<file path="src/rtl/ysyx_040066_trap_ctrl_if.sv">
// ysyx_040066_trap_ctrl_if
// Bundles the signals between the writeback stage / CSR unit and the trap
// sequencer.
//   master : pipeline/CSR side; drives exception, mret, commit and
//            register-write requests, and receives trap pulses and timer state.
//   slave  : trap sequencer side (ysyx_040066_trap_ctrl).
// clk/rst are not part of the bundle.
interface ysyx_040066_trap_ctrl_if;
  // requests from writeback / CSR
  logic        exc_valid;
  logic [3:0]  exc_code;
  logic [63:0] exc_tval;
  logic [63:0] exc_pc;
  logic        is_mret;
  logic        commit_valid;
  logic [63:0] commit_pc;
  logic        mstatus_mie;
  logic        mie_mtie;
  logic        pipe_idle;
  logic        cmp_wen;
  logic [63:0] cmp_wdata;
  logic        time_wen;
  logic [63:0] time_wdata;
  // results to the CSR unit / pipeline
  logic        raise_intr;
  logic [63:0] NO;
  logic [63:0] tval;
  logic [63:0] pc;
  logic        ret;
  logic        clear_mip;
  logic        flush;
  logic        stall;
  logic [63:0] mtime;
  logic [63:0] mtimecmp;
  logic        timer_pending;

  modport master (
    output exc_valid, exc_code, exc_tval, exc_pc, is_mret, commit_valid,
           commit_pc, mstatus_mie, mie_mtie, pipe_idle, cmp_wen, cmp_wdata,
           time_wen, time_wdata,
    input  raise_intr, NO, tval, pc, ret, clear_mip, flush, stall, mtime,
           mtimecmp, timer_pending
  );

  modport slave (
    input  exc_valid, exc_code, exc_tval, exc_pc, is_mret, commit_valid,
           commit_pc, mstatus_mie, mie_mtie, pipe_idle, cmp_wen, cmp_wdata,
           time_wen, time_wdata,
    output raise_intr, NO, tval, pc, ret, clear_mip, flush, stall, mtime,
           mtimecmp, timer_pending
  );
endinterface

</file>
<file path="src/rtl/ysyx_040066_trap_ctrl.sv">
// ysyx_040066_trap_ctrl
// Trap sequencer and machine timer. Arbitrates a writeback exception, an mret
// and the machine timer interrupt (in that priority), drains the pipeline
// before a trap, then issues a single raise_intr or ret pulse together with
// the captured cause/tval/pc. Also owns mtime/mtimecmp, the timer-pending
// compare and the clear_mip pulse that follows an mtimecmp write.
// Ports:
//   clk  : clock, rising edge
//   rst  : asynchronous reset, active-high
//   bus  : ysyx_040066_trap_ctrl_if.slave (requests in, trap/timer state out)
// Parameter:
//   TIMER_DIV : mtime increments once every TIMER_DIV cycles (>= 1)
module ysyx_040066_trap_ctrl #(
  parameter int unsigned TIMER_DIV = 1
) (
  input logic                    clk,
  input logic                    rst,
  ysyx_040066_trap_ctrl_if.slave bus
);

  localparam int unsigned   PW         = (TIMER_DIV > 1) ? $clog2(TIMER_DIV) : 1;
  localparam logic [PW-1:0] PRESC_LAST = PW'(TIMER_DIV - 1);
  localparam logic [63:0]   TIMER_CAUSE = 64'h8000_0000_0000_0007;

  typedef enum logic [1:0] {IDLE, DRAIN, TRAP, RET} state_t;

  state_t        state_reg, state_next;
  logic [63:0]   no_reg, tval_reg, pc_reg;
  logic [63:0]   mtime_reg, mtimecmp_reg;
  logic [PW-1:0] presc_reg;
  logic          clear_mip_reg;

  logic in_idle, take_exc, take_mret, take_irq, timer_pending;
  logic raise_intr, ret, flush, stall;

  assign timer_pending = (mtime_reg >= mtimecmp_reg);

  // Requests are only looked at in IDLE; upstream holds them under stall.
  assign in_idle   = (state_reg == IDLE);
  assign take_exc  = in_idle & bus.exc_valid;
  assign take_mret = in_idle & ~bus.exc_valid & bus.is_mret;
  assign take_irq  = in_idle & ~bus.exc_valid & ~bus.is_mret & bus.commit_valid
                   & bus.mstatus_mie & bus.mie_mtie & timer_pending;

  always_ff @(posedge clk or posedge rst) begin
    if (rst) begin
      state_reg <= IDLE;
    end else begin
      state_reg <= state_next;
    end
  end

  // Next state and Moore-decoded pulses.
  always_comb begin
    state_next = state_reg;
    raise_intr = 1'b0;
    ret        = 1'b0;
    flush      = 1'b0;
    stall      = 1'b0;
    case (state_reg)
      IDLE: begin
        if (take_exc || take_irq) begin
          state_next = DRAIN;
        end else if (take_mret) begin
          state_next = RET;
        end
      end
      DRAIN: begin
        stall = 1'b1;
        if (bus.pipe_idle) begin
          state_next = TRAP;
        end
      end
      TRAP: begin
        raise_intr = 1'b1;
        flush      = 1'b1;
        stall      = 1'b1;
        state_next = IDLE;
      end
      RET: begin
        ret        = 1'b1;
        flush      = 1'b1;
        state_next = IDLE;
      end
      default: state_next = IDLE;
    endcase
  end

  // Trap information is captured on DRAIN entry and held until the next one.
  always_ff @(posedge clk or posedge rst) begin
    if (rst) begin
      no_reg   <= '0;
      tval_reg <= '0;
      pc_reg   <= '0;
    end else if (take_exc) begin
      no_reg   <= {60'b0, bus.exc_code};
      tval_reg <= bus.exc_tval;
      pc_reg   <= bus.exc_pc;
    end else if (take_irq) begin
      no_reg   <= TIMER_CAUSE;
      tval_reg <= '0;
      pc_reg   <= bus.commit_pc;
    end
  end

  // mtime with prescaler; a software write beats a coincident increment and
  // restarts the prescale period.
  always_ff @(posedge clk or posedge rst) begin
    if (rst) begin
      mtime_reg <= '0;
      presc_reg <= '0;
    end else if (bus.time_wen) begin
      mtime_reg <= bus.time_wdata;
      presc_reg <= '0;
    end else if (presc_reg == PRESC_LAST) begin
      mtime_reg <= mtime_reg + 64'd1;
      presc_reg <= '0;
    end else begin
      presc_reg <= presc_reg + PW'(1);
    end
  end

  always_ff @(posedge clk or posedge rst) begin
    if (rst) begin
      mtimecmp_reg  <= '1;
      clear_mip_reg <= 1'b0;
    end else begin
      clear_mip_reg <= bus.cmp_wen;
      if (bus.cmp_wen) begin
        mtimecmp_reg <= bus.cmp_wdata;
      end
    end
  end

  assign bus.raise_intr    = raise_intr;
  assign bus.ret           = ret;
  assign bus.flush         = flush;
  assign bus.stall         = stall;
  assign bus.NO            = no_reg;
  assign bus.tval          = tval_reg;
  assign bus.pc            = pc_reg;
  assign bus.clear_mip     = clear_mip_reg;
  assign bus.mtime         = mtime_reg;
  assign bus.mtimecmp      = mtimecmp_reg;
  assign bus.timer_pending = timer_pending;

endmodule

</file>
<file path="src/flat_wrapper.sv">
// flat-port wrapper written by rule: the top's interface ports become plain ports
module ysyx_040066_trap_ctrl_flat 
#(
  parameter int unsigned TIMER_DIV = 1
)
  (clk, rst, bus_exc_valid, bus_exc_code, bus_exc_tval, bus_exc_pc, bus_is_mret, bus_commit_valid, bus_commit_pc, bus_mstatus_mie, bus_mie_mtie, bus_pipe_idle, bus_cmp_wen, bus_cmp_wdata, bus_time_wen, bus_time_wdata, bus_raise_intr, bus_NO, bus_tval, bus_pc, bus_ret, bus_clear_mip, bus_flush, bus_stall, bus_mtime, bus_mtimecmp, bus_timer_pending);
  ysyx_040066_trap_ctrl_if bus_i ();
  input logic clk;
  input logic rst;
  input wire logic [$bits(bus_i.exc_valid)-1:0] bus_exc_valid;
  input wire logic [$bits(bus_i.exc_code)-1:0] bus_exc_code;
  input wire logic [$bits(bus_i.exc_tval)-1:0] bus_exc_tval;
  input wire logic [$bits(bus_i.exc_pc)-1:0] bus_exc_pc;
  input wire logic [$bits(bus_i.is_mret)-1:0] bus_is_mret;
  input wire logic [$bits(bus_i.commit_valid)-1:0] bus_commit_valid;
  input wire logic [$bits(bus_i.commit_pc)-1:0] bus_commit_pc;
  input wire logic [$bits(bus_i.mstatus_mie)-1:0] bus_mstatus_mie;
  input wire logic [$bits(bus_i.mie_mtie)-1:0] bus_mie_mtie;
  input wire logic [$bits(bus_i.pipe_idle)-1:0] bus_pipe_idle;
  input wire logic [$bits(bus_i.cmp_wen)-1:0] bus_cmp_wen;
  input wire logic [$bits(bus_i.cmp_wdata)-1:0] bus_cmp_wdata;
  input wire logic [$bits(bus_i.time_wen)-1:0] bus_time_wen;
  input wire logic [$bits(bus_i.time_wdata)-1:0] bus_time_wdata;
  output wire logic [$bits(bus_i.raise_intr)-1:0] bus_raise_intr;
  output wire logic [$bits(bus_i.NO)-1:0] bus_NO;
  output wire logic [$bits(bus_i.tval)-1:0] bus_tval;
  output wire logic [$bits(bus_i.pc)-1:0] bus_pc;
  output wire logic [$bits(bus_i.ret)-1:0] bus_ret;
  output wire logic [$bits(bus_i.clear_mip)-1:0] bus_clear_mip;
  output wire logic [$bits(bus_i.flush)-1:0] bus_flush;
  output wire logic [$bits(bus_i.stall)-1:0] bus_stall;
  output wire logic [$bits(bus_i.mtime)-1:0] bus_mtime;
  output wire logic [$bits(bus_i.mtimecmp)-1:0] bus_mtimecmp;
  output wire logic [$bits(bus_i.timer_pending)-1:0] bus_timer_pending;
  assign bus_i.exc_valid = bus_exc_valid;
  assign bus_i.exc_code = bus_exc_code;
  assign bus_i.exc_tval = bus_exc_tval;
  assign bus_i.exc_pc = bus_exc_pc;
  assign bus_i.is_mret = bus_is_mret;
  assign bus_i.commit_valid = bus_commit_valid;
  assign bus_i.commit_pc = bus_commit_pc;
  assign bus_i.mstatus_mie = bus_mstatus_mie;
  assign bus_i.mie_mtie = bus_mie_mtie;
  assign bus_i.pipe_idle = bus_pipe_idle;
  assign bus_i.cmp_wen = bus_cmp_wen;
  assign bus_i.cmp_wdata = bus_cmp_wdata;
  assign bus_i.time_wen = bus_time_wen;
  assign bus_i.time_wdata = bus_time_wdata;
  assign bus_raise_intr = bus_i.raise_intr;
  assign bus_NO = bus_i.NO;
  assign bus_tval = bus_i.tval;
  assign bus_pc = bus_i.pc;
  assign bus_ret = bus_i.ret;
  assign bus_clear_mip = bus_i.clear_mip;
  assign bus_flush = bus_i.flush;
  assign bus_stall = bus_i.stall;
  assign bus_mtime = bus_i.mtime;
  assign bus_mtimecmp = bus_i.mtimecmp;
  assign bus_timer_pending = bus_i.timer_pending;
  ysyx_040066_trap_ctrl #(.TIMER_DIV(TIMER_DIV)) u_core (.clk(clk), .rst(rst), .bus(bus_i));
endmodule
</file>
<file path="config.mk">
export PLATFORM = sky130hd
export DESIGN_NAME = ysyx_040066_trap_ctrl_flat
export DESIGN_NICKNAME = d
export VERILOG_FILES = /design/src/rtl/ysyx_040066_trap_ctrl_if.sv /design/src/rtl/ysyx_040066_trap_ctrl.sv /design/src/flat_wrapper.sv
export SDC_FILE = /design/constraint.sdc
export NUM_CORES = 1
export LEC_CHECK = 0
export CAP_MARGIN = 0
export CORE_AREA = 5 5 255 257
export DETAILED_ROUTE_END_ITERATION = 8
export DIE_AREA = 0 0 260 262
export GPL_TIMING_DRIVEN = 0
export PLACE_DENSITY = 0.46
export SLEW_MARGIN = 15
export SYNTH_ARGS = -nofsm -noshare
export SYNTH_HDL_FRONTEND = slang
export SYNTH_SLANG_ARGS = --single-unit
</file>
<file path="constraint.sdc">
create_clock -name clk -period 13.45 [get_ports clk]
set_input_delay 2.0175 -clock clk [delete_from_list [all_inputs] [get_ports clk]]
set_output_delay 2.0175 -clock clk [all_outputs]
set_load 0.01 [all_outputs]
</file>
Word level (Yosys, flattened, before mapping)
Cells that the tools add are included.
Operators by class
  add/sub/neg operators: 2
  magnitude comparators: 1
  equal/unequal tests: 6
  mux-type cells: 18
  bitwise gates (word level): 10
  reductions and logical operators: 6
Operator list (number)
  $mux 64: 8
  $add 64x1->64 const B: 1
  $ge 64x64->1: 1
  $and 1x1->1: 8
  $mux 1: 6
  $mux 2: 3
  $pmux 2 s3: 1
  $eq 2x2->1 const B: 2
  $ne 2x2->1 const B: 2
  $reduce_or 2->1: 2
  $ne 3x3->1 const B: 1
  $eq 2x1->1 const B: 1
  $logic_not 2->1: 1
  $not 1->1: 2
  $reduce_and 2->1: 1
  $reduce_bool 2->1: 1
  $add 1x1->1 const B: 1
  $logic_or 1x1->1: 1
Word-level totals
  bits in registers: 324
  output and inout bits: 326
  logic and storage cells: 51

Logic depth before layout (Yosys ltp)
  depth in word-level cells: 10
  gate-level depth with buffers: 12
  gate-level depth less buffers: 10

Worst setup path after synthesis
No wires, ideal clock.
  kind: reg2out
  start: reg u_core.mtimecmp_reg[5] (netlist: u_core.bus.mtimecmp[5])
  end: out bus_timer_pending
  arrival time: 1.928 ns
  data required time: 11.432 ns
  slack: 9.504 ns
  stages on the path, launching flop included: 9
  buffers on the path: 0
  cells stage by stage: dfstp_2 -> inv_1 -> ha_1 -> a21o_1 -> a221oi_1 -> o21a_1 -> o211ai_1 -> a41oi_2 -> nand2_1
Between the ends
  word-level cells in the longest chain between the ends: 1
RTL lines
  start: declaration: line ysyx_040066_trap_ctrl.sv:29  | logic [63:0] mtime_reg, mtimecmp_reg;
  start signal: assignment: line ysyx_040066_trap_ctrl.sv:130  | mtimecmp_reg <= bus.cmp_wdata;
  $ge 64x64->1: line ysyx_040066_trap_ctrl.sv:36  | assign timer_pending = (mtime_reg >= mtimecmp_reg);
  end: declaration: line flat_wrapper.sv:34  | output wire logic [$bits(bus_i.timer_pending)-1:0] bus_timer_pending;
Every way passes these cells.

Worst setup path after layout
  start: reg u_core.mtimecmp_reg[63] (netlist: u_core.bus.mtimecmp[63])
  end: out bus_timer_pending
Same word-level chain as after synthesis.

==> impl_metrics.yaml <==
synthesis:
  synth_top_area_cell: "dfrtp_1"
  synthDominantCellAreaShare_pct: 36.6
  synth_edf_count: 0
  syn_inst: 1472
  yosysSeqAreaShare_pct: 48.9
  ys_types: 56
  synth-async-reset-ratio_pct: 100
  synthAdderAreaFrac_pct: 6.41
  synthMuxAreaShare_pct: 5.02
  yosys_warnings: 0
  synth_top_family_by_area: "simple AND/OR/NAND/NOR gates"
  synth_area_per_cell_um2: 9.28
  syn_area_mm2: 0.0137
  ys_ff_latch: 264
  synthTopCellsByArea: "dfrtp_1 37%, dfstp_2 12%, nand2_1 9.9%, o21ai_0 6.8%, ha_1 6.4%"
  synth_compound_area_share_pct: 12.1
  synth_xor_area_share_pct: 3.97
  synth_simple_gate_area_share_pct: 15.5
  synth_ff_type: "dfrtp_1"
sta:
  fmax_ghz: 0.184
  min_period_ns: 5.44
  fin_setup_tns_ns: 0
  rsz0062_at_grt: "false"
  fin_hold_ws_ns: 0.504
  worst_slew_pin_slew_ns: 0.940
  drv_slew: 0
  max_slew_margin_pct: 37.4
  fin_worst_skew_ns: 0.0200
  setup_viol: 0
  fin_crit_sh_pct: 40.4
  worst_slack_ns: 8.01
  hold_violations: 0
clocking:
  cts_hold_buf: 0
  h-tree-depth: 2
  cts-resized-gates: 0
  worstSkewPairLatency_ns: 0.54
  cts_buffers: 37
  cts_setup_buffers: 0
  clkTransAtPathRegs_ns: 0.06
  cts_buffer_depth: 3
  clkSinkCount: 264
  cts_tree: "yes"
  clock-root-buffer: "clkbuf_16"
placement:
  place_ws_ns: 8.51
  place.gp.congestion: 0.849
  place_inst: 2977
  place_area_mm2: 0.0210
  dp_hpwl_um: 51100
  io_buffers: 599
global_route:
  grt_pass1_vias: 13900
  gr-total-overflow: 0
  grt_first_pass_wirelength_um: 91200
  grt_max_degree: 98
  antenna_found_initial: 19
  track_usage_pct: 17.6
route:
  drt_wl_total_um: 62900
  avgViaCountPerCell: 4.25
  dr.pass1.iters: 5
  wl_per_cell_um: 20.6
  vias: 13000
  drt_first_iter_violations: 559
  route.detailed.drc: 0
  antenna_left: 0
worst_setup_path:
  rrSetupSlack_ns: 9.92
  critical_path_arrival_ns: 3.42
  start_kind: "flip-flop"
  crit_required_ns: 11.43
  cp-end-kind: "output port"
  rr_worst_depth: 12
  crit_type: "flip-flop to output port"
  path_max_fanout: 4
  reg2reg_from: "u_core.bus.mtimecmp[63]"
  rr_endpoint: "u_core.bus.pc[59]"
hold_path:
  whs_path_depth: 2
  min_to: "u_core.bus.NO[63]"
  hold_path_class: "flip-flop to flip-flop"
  min_from: "u_core.bus.NO[63]"
power:
  total_power_mw: 3.58
  p_per_area_mw_per_mm2: 160
  ir_drop_v: 0.0000789
  leakage_nw: 9.26
floorplan:
  ios: 660
  num_rows: 92
  fp.dieH_um: 262
  initial_utilization_pct: 21.9
  core_area_mm2: 0.0625
  die_x_um: 260
  dieArea_mm2: 0.0681
layout:
  final_cell_mix: "599 x clkdlybuf4s50_1, 359 x nand2_1, 200 x dfrtp_1"
  finish.utilization_pct: 35.8
  instances_no_fill: 3050
  postLayoutCellArea_mm2: 0.0223
  final_net_count: 2574
  final_common_cell: "clkdlybuf4s50_1"
  drive_gt1_share_pct: 9.74
  area_growth_pct: 63.6
status:
  outcome: "completed"
run:
  cap_violations: 0
-- cell families (layout without fill, tap and decap cells) --
kind of cell | count (synthesis) | count (layout)
fa+ha+maj | 70 | 70
compound gates | 313 | 313
flops | 264 | 264
buf+inv | 209 | 876
simple gates | 485 | 485
other cells | 1 | 66
xor+xnor | 62 | 62
mux | 68 | 68
-- cells in the mapped netlist (all sizes together), types with 2 or more instances --
cell,instances
xnor2,26
a21o,5
inv,76
mux2i,64
and4,4
buf,69
ha,70
o211ai,3
mux2,4
a211oi,4
a21oi,24
nand3,35
and3,18
a221oi,2
o21ai,266
and2,3
xor2,36
nor3,8
nand4,22
nand2b,3
nor2,21
dfstp,64
or2,2
nor4,6
clkbuf,64
nand2,360
dfrtp,200
-- layer usage --
metal	track usage [%]	wire length, µm	up-vias
li1	-	-	6241
met1	20.1	24300	6189
met2	31.4	31500	448
met3	7.40	6040	78
met4	3.30	942	20
met5	0	135	-
-- power by group --
group          switching, mW  internal (mW)  leakage [nW]
logic                  0.646          0.665          5.46
registers              0.155           1.03          3.14
clock network          0.388          0.689         0.653
-- critical path, cell delays in order (launching register included) --
cell,delay (ns)
dfstp_2,0.53
inv_1,0.11
ha_1,0.34
nand4_1,0.21
nor3_1,0.30
nand2_1,0.08
o211ai_1,0.37
a41oi_2,0.11
nand2_1,0.24
clkdlybuf4s50_1,0.60
-- final cells by class --
| class | count | area, µm² |
|---|---|---|
| clock buffer | 55 | 1120 |
| antenna | 7 | 17.5 |
| inverter | 76 | 293 |
| buffer | 133 | 808 |
| multi-input combinational | 1057 | 6100 |
| clock inverter | 11 | 216 |
| timing repair buffer | 601 | 6050 |
| tap | 846 | 1060 |
| fill | 6469 | 40200 |
| sequential | 264 | 6690 |
-- worst max-delay path by stage --
stage	start	endpoint	slack, ns	cells past startpoint
floorplan	rst	u_core.bus.NO[0]	4.27	1
global placement	rst	u_core.bus.pc[46]	-0.33	2
detailed placement	u_core.bus.mtimecmp[63]	bus_timer_pending	8.51	8
CTS	u_core.bus.mtimecmp[63]	bus_timer_pending	7.91	8
global route	u_core.bus.mtimecmp[63]	bus_timer_pending	7.83	8
finish	u_core.bus.mtimecmp[63]	bus_timer_pending	8.01	9
Power figures use the tool's default switching activity.
